File: src/rtl/mem_responder_if.sv
// Request/response bus between the CPU memory port and mem_responder.
//
// Handshake: the initiator raises MemRead or MemWrite and holds it, together
// with a stable ADDR (and dataIn for writes), until it sees ready=1. ready is
// a registered one-cycle pulse. err, when set, coincides with that pulse, and
// MemOut is valid in the same cycle. The initiator drops its request in the
// ready cycle. A request that is still high in the following cycle is taken
// as a new request.
interface mem_responder_if;
  logic        MemRead;
  logic        MemWrite;
  logic [15:0] ADDR;
  logic [15:0] dataIn;
  logic [15:0] MemOut;
  logic        ready;
  logic        err;

  modport master (
    output MemRead, MemWrite, ADDR, dataIn,
    input  MemOut, ready, err
  );

  modport slave (
    input  MemRead, MemWrite, ADDR, dataIn,
    output MemOut, ready, err
  );
endinterface

File: src/rtl/mem_responder.sv
// Wait-stated memory responder. It serves a RAM of 2^DEPTH_LOG2 16-bit words,
// an I/O output word at IO_BASE (reads return io_in), and a read-only access
// counter at IO_BASE+1. Each request runs IDLE -> WAIT x WAIT_CYCLES -> ACK.
// The access itself happens on the edge that enters ACK.
module mem_responder #(
  parameter int          DEPTH_LOG2  = 8,
  parameter int          WAIT_CYCLES = 2,
  parameter logic [15:0] IO_BASE     = 16'hFF00
) (
  input  logic              CLK,
  input  logic              reset,
  mem_responder_if.slave    bus,
  input  logic [15:0]       io_in,
  output logic [15:0]       io_out,
  output logic [1:0]        fsm_state
);

  localparam int          RAM_WORDS = 1 << DEPTH_LOG2;
  localparam logic [3:0]  WAIT_N    = 4'(WAIT_CYCLES);
  localparam logic [15:0] CNT_ADDR  = IO_BASE + 16'd1;

  typedef enum logic [1:0] {
    IDLE = 2'd0,
    WAIT = 2'd1,
    ACK  = 2'd2
  } state_t;

  state_t      state;
  logic [3:0]  wait_cnt;
  logic        rd_q;
  logic        wr_q;
  logic [15:0] addr_q;
  logic [15:0] data_q;
  logic [15:0] acc_cnt;
  logic [15:0] mem_out;
  logic        ready_q;
  logic        err_q;

  logic [15:0] ram [RAM_WORDS];

  logic        req_in;
  logic        go_ack;
  logic        acc_rd;
  logic        acc_wr;
  logic [15:0] acc_addr;
  logic [15:0] acc_data;
  logic        hit_io;
  logic        hit_cnt;
  logic        hit_ram;
  logic        conflict;
  logic        acc_err;
  logic        ram_we;
  logic [DEPTH_LOG2-1:0] ram_idx;

  assign bus.MemOut = mem_out;
  assign bus.ready  = ready_q;
  assign bus.err    = err_q;
  assign fsm_state  = state;

  // Decode the access that happens on the edge entering ACK. With zero wait
  // states that edge leaves IDLE, so the live (stable) inputs stand in for
  // the not-yet-latched copies.
  always_comb begin
    req_in   = bus.MemRead | bus.MemWrite;
    go_ack   = ((state == IDLE) && req_in && (WAIT_N == 4'd0)) ||
               ((state == WAIT) && (wait_cnt == WAIT_N));
    acc_rd   = (state == IDLE) ? bus.MemRead  : rd_q;
    acc_wr   = (state == IDLE) ? bus.MemWrite : wr_q;
    acc_addr = (state == IDLE) ? bus.ADDR     : addr_q;
    acc_data = (state == IDLE) ? bus.dataIn   : data_q;
    hit_io   = (acc_addr == IO_BASE);
    hit_cnt  = (acc_addr == CNT_ADDR);
    hit_ram  = !hit_io && !hit_cnt &&
               ({16'd0, acc_addr} < 32'(RAM_WORDS));
    conflict = acc_rd && acc_wr;
    acc_err  = conflict || !(hit_io || hit_cnt || hit_ram);
    ram_idx  = acc_addr[DEPTH_LOG2-1:0];
    ram_we   = go_ack && acc_wr && !acc_rd && hit_ram && !reset;
  end

  // RAM write port; contents deliberately survive reset.
  always_ff @(posedge CLK) begin
    if (ram_we) begin
      ram[ram_idx] <= acc_data;
    end
  end

  // Request FSM, access counter and registered outputs.
  always_ff @(posedge CLK or posedge reset) begin
    if (reset) begin
      state    <= IDLE;
      wait_cnt <= 4'd0;
      rd_q     <= 1'b0;
      wr_q     <= 1'b0;
      addr_q   <= 16'd0;
      data_q   <= 16'd0;
      acc_cnt  <= 16'd0;
      mem_out  <= 16'd0;
      ready_q  <= 1'b0;
      err_q    <= 1'b0;
      io_out   <= 16'd0;
    end else begin
      ready_q <= 1'b0;
      err_q   <= 1'b0;

      if (go_ack) begin
        ready_q <= 1'b1;
        err_q   <= acc_err;
        acc_cnt <= acc_cnt + 16'd1;
        if (!conflict) begin
          if (acc_rd) begin
            if (hit_io)       mem_out <= io_in;
            else if (hit_cnt) mem_out <= acc_cnt;
            else if (hit_ram) mem_out <= ram[ram_idx];
            else              mem_out <= 16'd0;
          end else if (acc_wr && hit_io) begin
            io_out <= acc_data;
          end
        end
      end

      case (state)
        IDLE: begin
          if (req_in) begin
            rd_q   <= bus.MemRead;
            wr_q   <= bus.MemWrite;
            addr_q <= bus.ADDR;
            data_q <= bus.dataIn;
            if (WAIT_N == 4'd0) begin
              state <= ACK;
            end else begin
              state    <= WAIT;
              wait_cnt <= 4'd1;
            end
          end
        end
        WAIT: begin
          if (wait_cnt == WAIT_N) state <= ACK;
          else                    wait_cnt <= wait_cnt + 4'd1;
        end
        ACK:     state <= IDLE;
        default: state <= IDLE;
      endcase
    end
  end

endmodule

File: src/flat_wrapper.sv
// flat-port wrapper written by rule: the top's interface ports become plain ports
module mem_responder_flat 
#(
  parameter int          DEPTH_LOG2  = 8,
  parameter int          WAIT_CYCLES = 2,
  parameter logic [15:0] IO_BASE     = 16'hFF00
)
  (CLK, reset, io_in, io_out, fsm_state, bus_MemRead, bus_MemWrite, bus_ADDR, bus_dataIn, bus_MemOut, bus_ready, bus_err);
  mem_responder_if bus_i ();
  input  logic CLK;
  input  logic reset;
  input  logic [15:0] io_in;
  output logic [15:0] io_out;
  output logic [1:0] fsm_state;
  input wire logic [$bits(bus_i.MemRead)-1:0] bus_MemRead;
  input wire logic [$bits(bus_i.MemWrite)-1:0] bus_MemWrite;
  input wire logic [$bits(bus_i.ADDR)-1:0] bus_ADDR;
  input wire logic [$bits(bus_i.dataIn)-1:0] bus_dataIn;
  output wire logic [$bits(bus_i.MemOut)-1:0] bus_MemOut;
  output wire logic [$bits(bus_i.ready)-1:0] bus_ready;
  output wire logic [$bits(bus_i.err)-1:0] bus_err;
  assign bus_i.MemRead = bus_MemRead;
  assign bus_i.MemWrite = bus_MemWrite;
  assign bus_i.ADDR = bus_ADDR;
  assign bus_i.dataIn = bus_dataIn;
  assign bus_MemOut = bus_i.MemOut;
  assign bus_ready = bus_i.ready;
  assign bus_err = bus_i.err;
  mem_responder #(.DEPTH_LOG2(DEPTH_LOG2), .WAIT_CYCLES(WAIT_CYCLES), .IO_BASE(IO_BASE)) u_core (.CLK(CLK), .reset(reset), .bus(bus_i), .io_in(io_in), .io_out(io_out), .fsm_state(fsm_state));
endmodule
File: config.mk
export PLATFORM = sky130hd
export DESIGN_NAME = mem_responder_flat
export DESIGN_NICKNAME = d
export VERILOG_FILES = /design/src/rtl/mem_responder_if.sv /design/src/rtl/mem_responder.sv /design/src/flat_wrapper.sv
export SDC_FILE = /design/constraint.sdc
export NUM_CORES = 2
export LEC_CHECK = 0
export BUFFER_PORTS_ARGS = -buffer_cell sky130_fd_sc_hd__buf_2
export CAP_MARGIN = 10
export CORE_MARGIN = 4
export CORE_UTILIZATION = 60
export DETAILED_ROUTE_END_ITERATION = 10
export PLACE_DENSITY = 0.77
export SYNTH_ARGS = -nofsm -noshare
export SYNTH_HDL_FRONTEND = slang
export SYNTH_SLANG_ARGS = --single-unit
File: constraint.sdc
create_clock -name CLK -period 8.4 [get_ports CLK]
set_clock_uncertainty 0.05 [all_clocks]
set_input_delay 1.68 -clock CLK [delete_from_list [all_inputs] [get_ports CLK]]
set_output_delay 1.68 -clock CLK [all_outputs]
set_load 0.01 [all_outputs]
Word-level counts from Yosys, hierarchy flattened
Memory sizes are Yosys's and may differ from the RTL's.
Index checks and enable logic that the tools add are counted.

cells by class
  div/mod/pow operators = 0
  multiply operators = 0
  shift operators = 0
  add/sub/neg operators = 2
  magnitude comparators = 1
  reductions and logical operators = 24
  bitwise logic cells = 3
  mux-type cells = 17
  equality and inequality tests = 7

operators with widths
  operator                                                               number
  16-bit 2-to-1 mux                                                      5
  16-bit equality test, second input constant                            2
  16-bit by 1-bit adder with 16-bit output, second input constant        1
  16-bit by 9-bit < comparator with 1-bit output, second input constant  1
  1-bit logical AND                                                      9
  4-bit 2-to-1 mux                                                       2
  4-bit one-hot mux with 2 select lines                                  1
  1-bit 2-to-1 mux                                                       6
  3-bit AND reduction                                                    2
  1-bit logical NOT                                                      5
  4-bit by 1-bit adder with 4-bit output, second input constant          1
  4-bit by 2-bit equality test with 1-bit output, second input constant  1
  2-bit 2-to-1 mux                                                       2
  2-bit != test, second input constant                                   2
  2-bit one-hot mux with 2 select lines                                  1
  2-bit AND reduction                                                    2
  4-bit AND reduction                                                    1
  1-bit logical OR                                                       3
  2-bit by 1-bit equality test with 1-bit output, second input constant  1
  2-bit logical NOT                                                      1
  2-bit by 1-bit != test with 1-bit output, second input constant        1
  1-bit NOT                                                              2
  2-bit nonzero test                                                     1
  1-bit OR                                                               1

storage, ports and cells
  latch bits = 0
  output and inout bits = 36
  RAM bits = 4,096
  memories = 1
  register bits = 90
  bits in read-only memories = 0

memory list
  name        words  bits a word  read ports  clocked after memory_dff  write ports  RTL line             source
  u_core.ram  256    16           1           0                         1            mem_responder.sv:39  logic [15:0] ram [RAM_WORDS];

Logic depth before layout (Yosys ltp)
  depth in word-level cells = 10
  gate-level depth with buffers = 13

Least setup slack after synthesis
No wires, ideal clock.

  path type = input-to-reg
  start point = input port bus_dataIn[0]
  end point = memory u_core.ram[0][0], data pin
  buffers on the path = 0
  slack = 2,737 ps
  stages = 2
  arrival = 4,788 ps
  data required time = 7,525 ps
  cells stage by stage = nand2_1 nand2_1

on the way
  longest elaborated chain between the ends = 1

RTL lines
  item                    RTL line             source
  start, declared         flat_wrapper.sv:18   input wire logic [$bits(bus_i.dataIn)-1:0] bus_dataIn;
  16-bit 2-to-1 mux       mem_responder.sv:70  acc_data = (state == IDLE) ? bus.dataIn : data_q;
  net u_core.acc_data[0]  mem_responder.sv:46  logic [15:0] acc_data;
  end, declared           mem_responder.sv:39

The timed path passes the listed nets, and every way through them passes these cells.

Worst setup path in the final report
  start point = register u_core.state[0] (netlist: u_core.fsm_state[0])
  end point = register u_core.mem_out[0] (netlist: u_core.bus.MemOut[0])

on the way
  longest elaborated chain between the ends = 9
  elaborated cells on any way between the ends = 20
  those cells by class = order compare (1); eq/ne (3); mux (6); bitwise (1); reduce/logical (8); memory (1)

RTL lines
  item                                                         RTL line              source
  start, declared                                              mem_responder.sv:28   state_t state;
  start signal, assigned                                       mem_responder.sv:91   state <= IDLE;
  start signal, assigned                                       mem_responder.sv:130  state <= ACK;
  start signal, assigned                                       mem_responder.sv:132  state <= WAIT;
  branches (longest 9 deep; another with memory 256 x 16 bit)  -
  end signal, assigned                                         mem_responder.sv:112  if (hit_io) mem_out <= io_in;
  end signal, assigned                                         mem_responder.sv:113  else if (hit_cnt) mem_out <= acc_cnt;
  end signal, assigned                                         mem_responder.sv:114  else if (hit_ram) mem_out <= ram[ram_idx];
  end, declared                                                mem_responder.sv:35   logic [15:0] mem_out;

Several ways; the timed one is not identified.
A chain may end at the register's enable or synchronous reset.

==> impl_metrics.toml <==
[worst_setup_path]
crit_path_end_kind = "flip-flop"
crit_required_ns = 9.24
reg2regPathDepth = 10
critical_path_class = "flip-flop to flip-flop"
cp_data_arrival_time_ns = 6.84
cp-start-kind = "flip-flop"
worstPathMaxFanout = 83

[route]
via_per_inst = 7.47
drt_iter0_drc = 18280
wire_per_inst_um = 35.1
ant_nets = 0
drc = 0
drt-total-wl_um = 451000
vias = 95922
drtPass1Iterations = 9

[power_and_ir_drop]
internal_power_mw = 41.8
switching_power_mw = 24.4
p_per_area_mw_per_mm2 = 387
power_frac_clock_pct = 26.1
power_frac_comb_pct = 32.1
swShare_pct = 36.9
leakage_nw = 52.1
p_total_mw = 66.2
p_seq_share_pct = 41.8
ir_drop_uv = 758

[layout]
layout_common_cells = "4096 x edfxtp_1, 1930 x o22ai_1, 963 x o21ai_0"
nets = 9234
layout.cells.non_filler = 12844
finalInstanceArea_mm2 = 0.171
area_growth_pct = 12.0
post-route-util_pct = 67.8
final_common_cell = "edfxtp_1"
n_fill_cell = 15186
layout-drive-gt1-share_pct = 12.9

[logic_synthesis]
synthArstFlopShare_pct = 2.15
synth_ff_type = "edfxtp_1"
synth_xor_area_share_pct = 0.0918
synth.distinct_cells = 52
ys.warnings.count = 0
syn-num-nets = 8922
netlist_instances = 8867
yosys-mux-area-fraction_pct = 0.412
synth_area_mm2 = 0.153
synth_top_family_by_area = "compound AO/OA/AOI/OAI gates"
seq_area_frac_synth_pct = 82.1
syn_avg_cell_area_um2 = 17.2
synthAdderAreaFrac_pct = 0.0246
yosys.area_share.simple_pct = 1.47
ys_ff_latch = 4186
synth-edff-count = 4096
synth_compound_area_share_pct = 13.9

[sta]
finalCritPeriodShare_pct = 71.4
fin_ws_ns = 2.40
hold_ws_ns = 0.441
setup_viol = 0
tightest_slew_ns = 1.42
grt_setup_unrepaired = "false"
relSlewSlack_pct = 5.21
timing.fmax_mhz = 167
drv_slew = 0
fin_tns_setup_ns = 0
hold_violations = 0
period_needed_ns = 6.00

[die]
initial_core_util_pct = 60.5
io_pins = 88
die_height_um = 512
die_x_um = 512
dieArea_mm2 = 0.262
core_mm2 = 0.252
num_rows = 184

[hold_path]
hold_depth = 1
hold_path.class = "flip-flop to flip-flop"

[placement]
dpl_worst_slack_ns = 1.85
placed_cells = 12127
dpl_cell_area_mm2 = 0.159
numPortBuffers = 87
hpwl_um = 244000
place_congestion = 0.953

[grt]
first_global_vias = 91336
grt_pass1_wl_um = 637000
grt-ovfl-total = 0
grt_usage_pct = 33.4
antenna_found_initial = 30
grt_max_degree = 202

[cts]
cts_buffer_depth = 4
clkSlewWorstSetupHoldPaths_ns = 0.06
cts_setup_buffers = 0
post_cts_resized = 0
cts_root_buffer = "clkbuf_16"
cts_tree = "yes"
numCtsBuffers = 394
holdBufCountCts = 0
insertion_delay_ns = 0.98
clock-sinks = 4186
cts-htree-levels = 5

[job]
cap_violations = 0

[run_status]
status = "finished clean"
critical path, stage by stage (launching register included):
cell and delay (ns):
dfrtp_1 0.47, or2_2 0.53, mux2_8 0.92, buf_12 0.39
buf_4 0.31, o22ai_1 0.10, o21ai_0 0.49, a41oi_2 0.63
nor4_1 1.02, o221ai_1 0.57, o22ai_1 0.29
cells in the mapped netlist (2+ instances only):
cell / number / share of area [%]
a31oi_1: 6 / 0.025
dfrtp_1: 90 / 1.5
and3_1: 7 / 0.029
or4_1: 2 / 0.0098
or3_1: 12 / 0.049
buf_2: 406 / 1.3
nor4_1: 38 / 0.16
o221ai_1: 9 / 0.052
nand3b_1: 2 / 0.0098
xnor2_1: 10 / 0.057
nand2b_1: 12 / 0.049
ha_1: 3 / 0.025
nor2_2: 2 / 0.0082
clkbuf_1: 186 / 0.46
mux2i_1: 2 / 0.013
a22oi_1: 128 / 0.63
o41ai_1: 41 / 0.24
xor2_1: 6 / 0.034
a221oi_1: 10 / 0.057
buf_6: 10 / 0.074
edfxtp_1: 4096 / 81
nor2b_1: 2 / 0.0082
nor2_1: 281 / 0.69
mux2_4: 3 / 0.030
o21a_1: 9 / 0.044
mux2_2: 50 / 0.37
and2_1: 2 / 0.0082
o21ai_1: 20 / 0.066
o21ai_0: 966 / 3.2
nand4_1: 8 / 0.033
or2_1: 2 / 0.0082
a41oi_1: 244 / 1.4
a21oi_1: 66 / 0.22
inv_1: 7 / 0.017
nand2_1: 104 / 0.26
buf_1: 10 / 0.025
o31a_1: 3 / 0.017
buf_4: 30 / 0.15
nand3_1: 33 / 0.11
nor3_1: 6 / 0.020
o22ai_1: 1930 / 7.9
o31ai_1: 3 / 0.015
worst paths after layout:
check	slack, ns	endpoint	from
max reg2reg	2.40	u_core.bus.MemOut[0]	u_core.fsm_state[0]
min in group asynchronous	0.86	u_core.wait_cnt[1]	reset
max in group asynchronous	6.34	u_core.data_q[12]	reset
max	2.40	u_core.bus.MemOut[0]	u_core.fsm_state[0]
min reg2reg	0.44	u_core.acc_cnt[15]	u_core.acc_cnt[15]
min	0.44	u_core.acc_cnt[15]	u_core.acc_cnt[15]
kinds of logic after synthesis:
logic type	after synthesis
DFF	4186
AOI/OAI and AO/OA	3441
buffers and inverters	649
and+or+nand+nor	517
muxes	55
xor gates and xnor gates	16
adders and majority gates	3
per-layer routing:
metal	track usage, %	share of wire (%)	up-vias
li1	-	-	37756
met1	42.7	32	47024
met2	50.6	45	9336
met3	10.6	16	1786
met4	19.6	7.1	20
met5	0	0.032	-
sequential cells by signal, indices dropped and copies added, names as in the netlist:
| signal | count |
|---|---|
| u_core.ram | 4096 |
| u_core.acc_cnt | 16 |
| u_core.addr_q | 16 |
| u_core.bus.MemOut | 16 |
| u_core.data_q | 16 |
| u_core.io_out | 16 |
| u_core.wait_cnt | 4 |
| u_core.fsm_state | 2 |
| u_core.bus.err | 1 |
| u_core.bus.ready | 1 |
| u_core.rd_q | 1 |
| u_core.wr_q | 1 |
cell type report:
| class | count | area (µm²) | area share, % |
|---|---|---|---|
| diodes | 18 | 45.0 | 0.0263 |
| multi-input cells | 4032 | 24600 | 14.4 |
| clock buffers | 483 | 10400 | 6.08 |
| repair buffers | 558 | 4490 | 2.63 |
| well taps | 3348 | 4190 | 2.45 |
| flip-flops and latches | 4186 | 125000 | 73.3 |
| inverters | 7 | 27.5 | 0.0161 |
| clock inverters | 212 | 1920 | 1.12 |
power groups by stage:
stage	logic [mW]	registers, mW	clock network [mW]
3_3_place_gp	19.4	28.0	0
4_1_cts	20.2	27.6	17.3
2_1_floorplan	10.8	29.3	0
3_5_place_dp	20.0	28.0	0
6_report	21.3	27.6	17.3
5_1_grt	21.6	27.6	18.2
(Power assumes the default switching activity.)
